### config.mk
export PLATFORM = sky130hd
export DESIGN_NAME = chi_lock_risk_monitor
export DESIGN_NICKNAME = d
export VERILOG_FILES = /design/src/rtl/chi_lock_risk_monitor.sv
export SDC_FILE = /design/constraint.sdc
export NUM_CORES = 1
export LEC_CHECK = 0
export CAP_MARGIN = 30
export CORE_ASPECT_RATIO = 1.1
export CORE_MARGIN = 2
export CORE_UTILIZATION = 40
export DETAILED_ROUTE_END_ITERATION = 16
export DONT_BUFFER_PORTS = 1
export HOLD_SLACK_MARGIN = 0.03
export MAX_ROUTING_LAYER = met4
export PLACE_DENSITY = 0.61
export SETUP_SLACK_MARGIN = 0.1
export SYNTH_ARGS = -nofsm -noshare
export SYNTH_HDL_FRONTEND = slang
export SYNTH_SLANG_ARGS = --single-unit
### constraint.sdc
create_clock -name clk -period 3.7 [get_ports clk]
set_input_delay 0.74 -clock clk [delete_from_list [all_inputs] [get_ports clk]]
set_output_delay 0.74 -clock clk [all_outputs]
set_load 0.1 [all_outputs]
### src/rtl/chi_lock_risk_monitor.sv
// chi_lock_risk_monitor: time-multiplexed chi dwell tracker with hysteresis,
// published lock-risk flags and a one-at-a-time nudge req/ack arbiter.
module chi_lock_risk_monitor #(
    parameter int WIDTH = 18,
    parameter int NUM_OSCILLATORS = 8,
    parameter int DWELL_BITS = 8,
    parameter int DWELL_CYCLES = 16,
    parameter logic signed [WIDTH-1:0] CHI_HI = 18'sd8192,
    parameter logic signed [WIDTH-1:0] CHI_LO = 18'sd4096
) (
    input  logic                             clk,
    input  logic                             rst_n,
    input  logic                             clk_en,
    input  logic [NUM_OSCILLATORS*WIDTH-1:0] chi_packed,
    output logic [NUM_OSCILLATORS-1:0]       risk_flags,
    output logic [4:0]                       risk_count,
    output logic                             scan_done,
    output logic                             overrun,
    output logic                             nudge_req,
    output logic [4:0]                       nudge_idx,
    input  logic                             nudge_ack
);
    localparam int N  = NUM_OSCILLATORS;
    localparam int IW = $clog2(NUM_OSCILLATORS);

    typedef enum logic [1:0] {IDLE, SCAN, PUBLISH} state_t;

    state_t                  state_q;
    logic [N*WIDTH-1:0]      shadow_q;
    logic [IW-1:0]           idx_q, nudge_idx_q, cand_idx;
    logic [DWELL_BITS-1:0]   cnt_q [N];
    logic [DWELL_BITS-1:0]   cnt_cur, cnt_d;
    logic [N-1:0]            flags_q, serviced_q, risk_flags_q, cand;
    logic [4:0]              risk_count_q, pop;
    logic                    scan_done_q, overrun_q, nudge_req_q, xfer, hi, lo;
    logic signed [WIDTH-1:0] chi_cur;

    // Shared datapath: one lane of the snapshot is evaluated per SCAN cycle.
    always_comb begin
        chi_cur = shadow_q[idx_q*WIDTH +: WIDTH];
        cnt_cur = cnt_q[idx_q];
        hi = chi_cur >= CHI_HI;
        lo = chi_cur < CHI_LO;
        cnt_d = &cnt_cur ? cnt_cur : cnt_cur + 1'b1;
        cand = risk_flags_q & ~serviced_q;
        xfer = nudge_req_q & nudge_ack;
        cand_idx = '0;
        for (int i = N - 1; i >= 0; i--)
            if (cand[i]) cand_idx = IW'(i);
        pop = '0;
        for (int i = 0; i < N; i++)
            pop = pop + 5'(flags_q[i]);
    end

    always_ff @(posedge clk or negedge rst_n) begin
        if (!rst_n) begin
            state_q      <= IDLE;
            shadow_q     <= '0;
            idx_q        <= '0;
            nudge_idx_q  <= '0;
            flags_q      <= '0;
            serviced_q   <= '0;
            risk_flags_q <= '0;
            risk_count_q <= '0;
            scan_done_q  <= 1'b0;
            overrun_q    <= 1'b0;
            nudge_req_q  <= 1'b0;
            for (int i = 0; i < N; i++) cnt_q[i] <= '0;
        end else begin
            scan_done_q <= 1'b0;
            if (clk_en && state_q != IDLE) overrun_q <= 1'b1;
            if (xfer) serviced_q[nudge_idx_q] <= 1'b1;
            if (xfer)
                nudge_req_q <= 1'b0;
            else if (!nudge_req_q && |cand) begin
                nudge_req_q <= 1'b1;
                nudge_idx_q <= cand_idx;
            end
            case (state_q)
                IDLE: if (clk_en) begin
                    shadow_q <= chi_packed;
                    idx_q    <= '0;
                    state_q  <= SCAN;
                end
                SCAN: begin
                    if (hi) begin
                        cnt_q[idx_q] <= cnt_d;
                        if (cnt_d >= DWELL_BITS'(DWELL_CYCLES)) flags_q[idx_q] <= 1'b1;
                    end else if (lo) begin
                        cnt_q[idx_q]      <= '0;
                        flags_q[idx_q]    <= 1'b0;
                        serviced_q[idx_q] <= 1'b0;
                    end
                    idx_q   <= (idx_q == IW'(N - 1)) ? '0 : idx_q + 1'b1;
                    state_q <= (idx_q == IW'(N - 1)) ? PUBLISH : SCAN;
                end
                PUBLISH: begin
                    risk_flags_q <= flags_q;
                    risk_count_q <= pop;
                    scan_done_q  <= 1'b1;
                    state_q      <= IDLE;
                end
                default: state_q <= IDLE;
            endcase
        end
    end

    assign risk_flags = risk_flags_q;
    assign risk_count = risk_count_q;
    assign scan_done  = scan_done_q;
    assign overrun    = overrun_q;
    assign nudge_req  = nudge_req_q;
    assign nudge_idx  = 5'(nudge_idx_q);
endmodule

==> flow_summary.toml <==
[cells_and_area]
drive_gt1_share_pct = 28.6
syn2layout_area_growth_pct = 15.6
layout_commonest_cell = "dfrtp_1"
regArea_sq_um = 3780
diodes = 0
fillCellCount = 1680
final_cell_mix = "dfrtp_1, mux2_2, nand2_1"
multiInputGateArea_sq_um = 3330
nets = 816

[setup_path]
cp_num_buf_inv = 1
ff2ff_setup_slack_ns = 0.42
cp_data_arrival_time_ns = 3.59
slowest_stage = "nor3_1"
crit_family = "simple AND/OR/NAND/NOR gates"
critPathMaxStageDelay_ns = 0.70
worstPathCellList = "buf_4 > nor3_1 > a32oi_1 > a21oi_1 > nand4_1 > or3_1 > o211a_1 > mux2_2"
endpoint_kind = "flop"
cp.required_ns = 4.01
start_kind = "flop"
crit_path_max_fanout = 14
crit_type = "flop to flop"
path_depth = 8
rr_worst_depth = 8

[yosys]
synth_compound_area_share_pct = 12.3
synth_fa_ha_area_share_pct = 2.11
ys_seq_elements = 151
synthMuxAreaShare_pct = 20.3
synthSimpleGateAreaFrac_pct = 10.3
yosys_most_used_dff = "dfrtp_1"
yosysWarnings = 0
synthArstFlopShare_pct = 100
yosys.area_share.xor_xnor_pct = 0.119
synthCells = 639
netlist_area_sq_um = 7350
synth_top_family_by_area = "multiplexers"
synth_cell_types = 57
ys_seq_area_share_pct = 51.4
synth_edf_count = 0
syn_area_per_cell_sq_um = 11.5

[sta]
max_clock_freq_ghz = 0.305
max_slew_margin_pct = 35.2
min_period_ns = 3.28
tightest_slew_ns = 0.972
skew_ns = 0.00901
fin_setup_tns_ns = 0
finalCritPeriodShare_pct = 88.6
hold_violations = 0
rsz0062_at_grt = "false"
setup_viol = 0
final_max_slew_viol_count = 0
hold_slack_ns = 0.0163

[routing]
first_pass_iters = 5
viasPerCell = 5.61
drc_errors = 0
ant_nets = 0
wl_per_cell_um = 18.5
num_vias = 5125
dr.first_iter.drc_count = 288
wl_um = 16900

[global_routing]
grt_max_degree = 152
track_usage_pct = 19.2
grt_first_pass_wirelength_um = 28400
grt_pass1_vias = 5523
grt_overflow = 0
antenna_found_initial = 0

[clock_tree]
cts_setup_buffers = 0
post_cts_resized = 0
cts_tree = "yes"
cts_buffers = 17
clock_sinks = 151
path_clk_slew_ns = 0.06
htree_levels = 4
ctsLongestPathBuffers = 2
clk_latency_ns = 0.42
cts-root-buf = "clkbuf_16"

[pwr]
p_switching_uw = 3640
finalPower_uw = 8550
p_int_uw = 4910
switching_share_pct = 42.6
ir_worst_vdd_uv = 636
comb_power_share_pct = 46.5
power_frac_seq_pct = 33.4
p_leak_uw = 0.00372
clkPwrFrac_pct = 20.1
p_per_area_nw_per_um2 = 1010

[floorplanning]
die-area_sq_um = 19500
core_sq_um = 18200
ioPinCount = 169
start_util_pct = 40.4
dieWidth_um = 133
die_y_um = 146
rows = 52

[placed_design]
gp_congestion = 0.895
port-buffer-count = 0
hpwl_um = 11900

[min_path]
min_path_type = "input pin to async pin"

[run_status]
status = "completed"

[job]
cap_violations = 0
[layout make-up]
class | count | share of cell area [%]
repair buffers | 40 | 5.12
clock inverters | 11 | 1.32
well taps | 243 | 3.58
flip-flops and latches | 151 | 44.5
multi-input cells | 433 | 39.2
clock buffers | 21 | 5.65
inverters | 15 | 0.662
[registers in the layout (all words and copies together) (netlist names), named ones only]
register and count:
cnt_q 64, idx_q 3, nudge_idx_q 3, nudge_req 1
overrun 1, risk_count 4, risk_flags 8, scan_done 1
serviced_q 8, shadow_q 48, state_q 2
[layer usage]
layer | up-vias | global-route usage (%) | routed length, um
li1 | 2351 | - | -
met5 | - | - | 0
met2 | 178 | 30.8 | 8260
met1 | 2568 | 23.1 | 7140
met3 | 28 | 5.17 | 1120
met4 | 0 | 7.39 | 401
[kinds of logic after synthesis]
kind of cell / after synthesis
AND/OR/NAND/NOR: 159
flip-flops: 151
AO/OA/AOI/OAI: 143
multiplexers: 117
buffers and inverters: 57
adder cells (fa/ha/maj): 10
other: 1
XOR/XNOR: 1
[power by group through the flow]
stage | clock [uW] | combinational, uW | sequential (uW)
global route | 1820 | 4390 | 2940
CTS | 1760 | 3910 | 2900
floorplan | 0 | 2640 | 2860
detailed placement | 0 | 3890 | 2930
global placement | 0 | 3640 | 2940
finish | 1720 | 3980 | 2860
[metrics by stage]
step | worst slack [ns] | cells | cell area, sq um | util (%)
CTS | 0.484 | 913 | 8470 | 46.5
floorplan | 0.886 | 641 | 7360 | -
detailed placement | 0.501 | 881 | 7880 | 43.3
finish | 0.421 | 914 | 8500 | 46.7
global route | 0.285 | 914 | 8500 | 46.7
global placement | 0.516 | 878 | 7830 | 43.0
[path summary, 6_finish.rpt]
| kind | start | to |
|---|---|---|
| max | idx_q[0] | cnt_q[49] |
| min | rst_n | risk_count[2] |
| max reg2reg | idx_q[0] | cnt_q[49] |
| min reg2reg | cnt_q[56] | cnt_q[56] |
| max in group asynchronous | rst_n | cnt_q[13] |
| min in group clk | chi_packed[102] | shadow_q[102] |
[synth_stat cells (3+ instances only)]
library cell	count	share of area, %
o41ai_1	3	0.36
a21oi_1	39	2.7
buf_4	6	0.61
and2_1	4	0.34
nand2_1	53	2.7
nor2b_1	10	0.85
nand2b_1	12	1.0
o31ai_1	6	0.61
a21o_1	3	0.31
o21ai_1	6	0.41
nor3_1	5	0.34
mux2_2	94	14
nand3_1	7	0.48
or3_1	3	0.26
a221oi_1	6	0.71
nor2_1	44	2.2
dfrtp_1	151	51
fa_1	4	1.1
o21a_1	3	0.31
o211ai_1	4	0.41
o21ai_0	43	2.9
ha_1	6	1.0
mux4_2	16	4.9
clkbuf_1	25	1.3
nand3b_1	3	0.31
inv_1	15	0.77
a31oi_1	8	0.68
mux2i_1	7	0.95
a211oi_2	3	0.51
nor4_1	6	0.51
buf_2	8	0.54
No activity file was read; power rests on OpenSTA's default activity.
==> edit, RTL diff (config.mk and constraints unchanged) <==
Encoding of `state_t`: now one-hot (3 bits for 3 states).
--- a/src/rtl/chi_lock_risk_monitor.sv
+++ b/src/rtl/chi_lock_risk_monitor.sv
@@ -23,7 +23,7 @@
     localparam int N  = NUM_OSCILLATORS;
     localparam int IW = $clog2(NUM_OSCILLATORS);
 
-    typedef enum logic [1:0] {IDLE, SCAN, PUBLISH} state_t;
+    typedef enum logic [2:0] {IDLE = 3'b001, SCAN = 3'b010, PUBLISH = 3'b100} state_t;
 
     state_t                  state_q;
     logic [N*WIDTH-1:0]      shadow_q;
Function: same outputs for any inputs over 4 cycles, from zero or initial values and one cycle with rst_n low; so few cycles prove little.
==> edit against the unedited design <==
Final area up 1.2%. Synthesized area up 2.6%. Routed wire length up 2.4%. Sequential power down 16%. Setup slack worse by 0.019 ns. Sequential cell count up 1. Total power down 27%. Critical endpoint is now cnt_q[29]. Largest power group is now sequential cells.
==> edit: results (changes against the unedited design) <==
cts:
  clk_latency_ns: 0.43
  cts_setup_buffers: 0  # unchanged
  clockBufferDepth: 2  # unchanged
  clk_pin_slew_worst_paths_ns: 0.06  # about the same
  cts_buffers: 17  # unchanged
  cts_root_buffer: "clkbuf_16"
  htree_num_levels: 4  # unchanged
sta:
  tightest_slew_ns: 0.968  # -0.00461 ns
  tns_ns: 0  # unchanged
  clock_skew_ns: 0.0116  # +0.00257 ns
synthesis:
  synth_common_cells: "151 x dfrtp_1, 81 x mux2_2, 59 x nor2_1"
  ys_top_cells_by_area: "dfrtp_1 50%, mux2_2 12%, mux4_2 3.0%, nor2_1 2.9%, mux2i_1 2.8%"
  synth_warnings: 0  # unchanged
  yosysSeqAreaShare_pct: 50.4  # -0.95 points
  syn-instance-count: 665  # +4.1%
  netlist-cell-type-count: 65  # +14%
  synth_compound_area_share_pct: 11.2  # -1.1 points
  yosys.area_share.adder_pct: 2.06  # -0.053 points
  ys.flop_type: "dfrtp_1"
  synth_xor_area_share_pct: 0.348  # +0.23 points
  postSynth.asyncResetShare_pct: 100  # unchanged
  synth.area.mux_share_pct: 18.9  # -1.3 points
drt:
  vias: 5098  # -0.53%
  drt_iter0_markers: 340  # +18%
  drc_errors: 0  # unchanged
  wl_per_cell_um: 18.6  # +0.25%
  first_pass_iters: 5  # unchanged
placement:
  gp_congestion: 0.852  # -4.9%
  post-place-ws_ns: 0.389  # -0.112 ns
  dp_hpwl_um: 12300  # +3.4%
  placed_cells: 900  # +2.2%
  numPortBuffers: 0  # unchanged
finish:
  top_regs: "cnt_q x64, shadow_q x48"
  nFillCells: 1659  # -1.3%
  stdcell_count: 934  # +2.2%
  layout-drive-gt1-share_pct: 27.4  # -1.3 points
  antenna_cells: 0  # unchanged
  fin_nets: 836  # +2.5%
setup_path:
  cp.arrival_ns: 3.61  # +0.02 ns
  crit_fanout: 18  # +4
power:
  leakage_uw: 0.00382  # +2.7%
  vdd_drop_max_uv: 435  # -32%
grt:
  antenna_found_initial: 0  # unchanged
  grt_usage_pct: 18.5  # -0.72 points
  grt_pass1_wl_um: 27800  # -2.4%
  first_global_vias: 5258  # -4.8%
  grt_start_max_net_pins: 153  # +0.66%
outcome:
  outcome: "complete, no violations"
worst_hold_path:
  holdCritPathClass: "in -> async"
-- edit: cell types whose count changed in the layout (fill, tap and decap cells not counted), moves of 6 or more --
cell	change
or2_2	+8
o21ai_0	-16
mux4_2	-6
o22a_1	+9
inv_1	+7
a221oi_1	-6
nor2_1	+14
mux2_2	-13
a22oi_1	+6
buf_12	-6
mux2i_1	+14
-- edit: power by group --
part | leakage, µW | internal [µW] | switching, µW
Combinational | 0.00156 | 928 | 1150
Clock | 0.000292 | 1030 | 721
Sequential | 0.00197 | 2100 | 289
-- edit: worst paths after layout --
kind                       startpoint      endpoint  depth (start not counted)  slack [ns]
max                          idx_q[0]     cnt_q[29]                          8        0.40
min                             rst_n    state_q[0]                          0        0.15
max reg2reg                  idx_q[0]     cnt_q[29]                          8        0.40
min reg2reg                 cnt_q[28]     cnt_q[28]                          2        0.48
max in group asynchronous       rst_n  shadow_q[35]                          1        2.97
min in group clk               clk_en       overrun                          1        0.44
-- edit: area by class of cell --
type                    count  share of cell area (%)
multi-input cells         446                    39.4
clock inverters            13                    1.83
well taps                 243                    3.53
inverters                  22                   0.960
clock buffers              19                    5.15
repair buffers             39                    4.84
flip-flops and latches    152                    44.3
-- edit: worst max-delay path: stages, from the launching register on --
cell     delay, ns
dfrtp_2       0.67
buf_4         0.30
mux4_2        0.53
a221o_1       0.35
nand2_1       0.14
o21ai_1       0.07
buf_4         0.20
nor2_1        0.51
mux2_2        0.41
-- edit: per-layer routing --
metal	share of wire, %	track usage (%)	vias up
met1	44	23.3	2569
met5	0	-	-
met2	50	29.9	126
li1	-	-	2379
met3	3.9	2.74	24
met4	2.0	7.47	0
-- edit: cell families after synthesis --
kind of cell	after synthesis
buffers and inverters	69
and+or+nand+nor	188
AOI/OAI and AO/OA	124
xor gates and xnor gates	3
DFF	152
muxes	118
adders and majority gates	10
other	1
-- edit: through the flow --
stage	util [%]	cell area, µm²
6_report	46.7	8600
5_1_grt	46.7	8600
4_1_cts	46.4	8550
3_5_place_dp	43.2	7950
3_3_place_gp	42.5	7830
2_1_floorplan	-	7550
-- edit: what timing repair did --
action	4_1_cts	5_1_grt
gates resized for setup	0	1
hold endpoints to repair	151	113
setup endpoints to repair	0	2
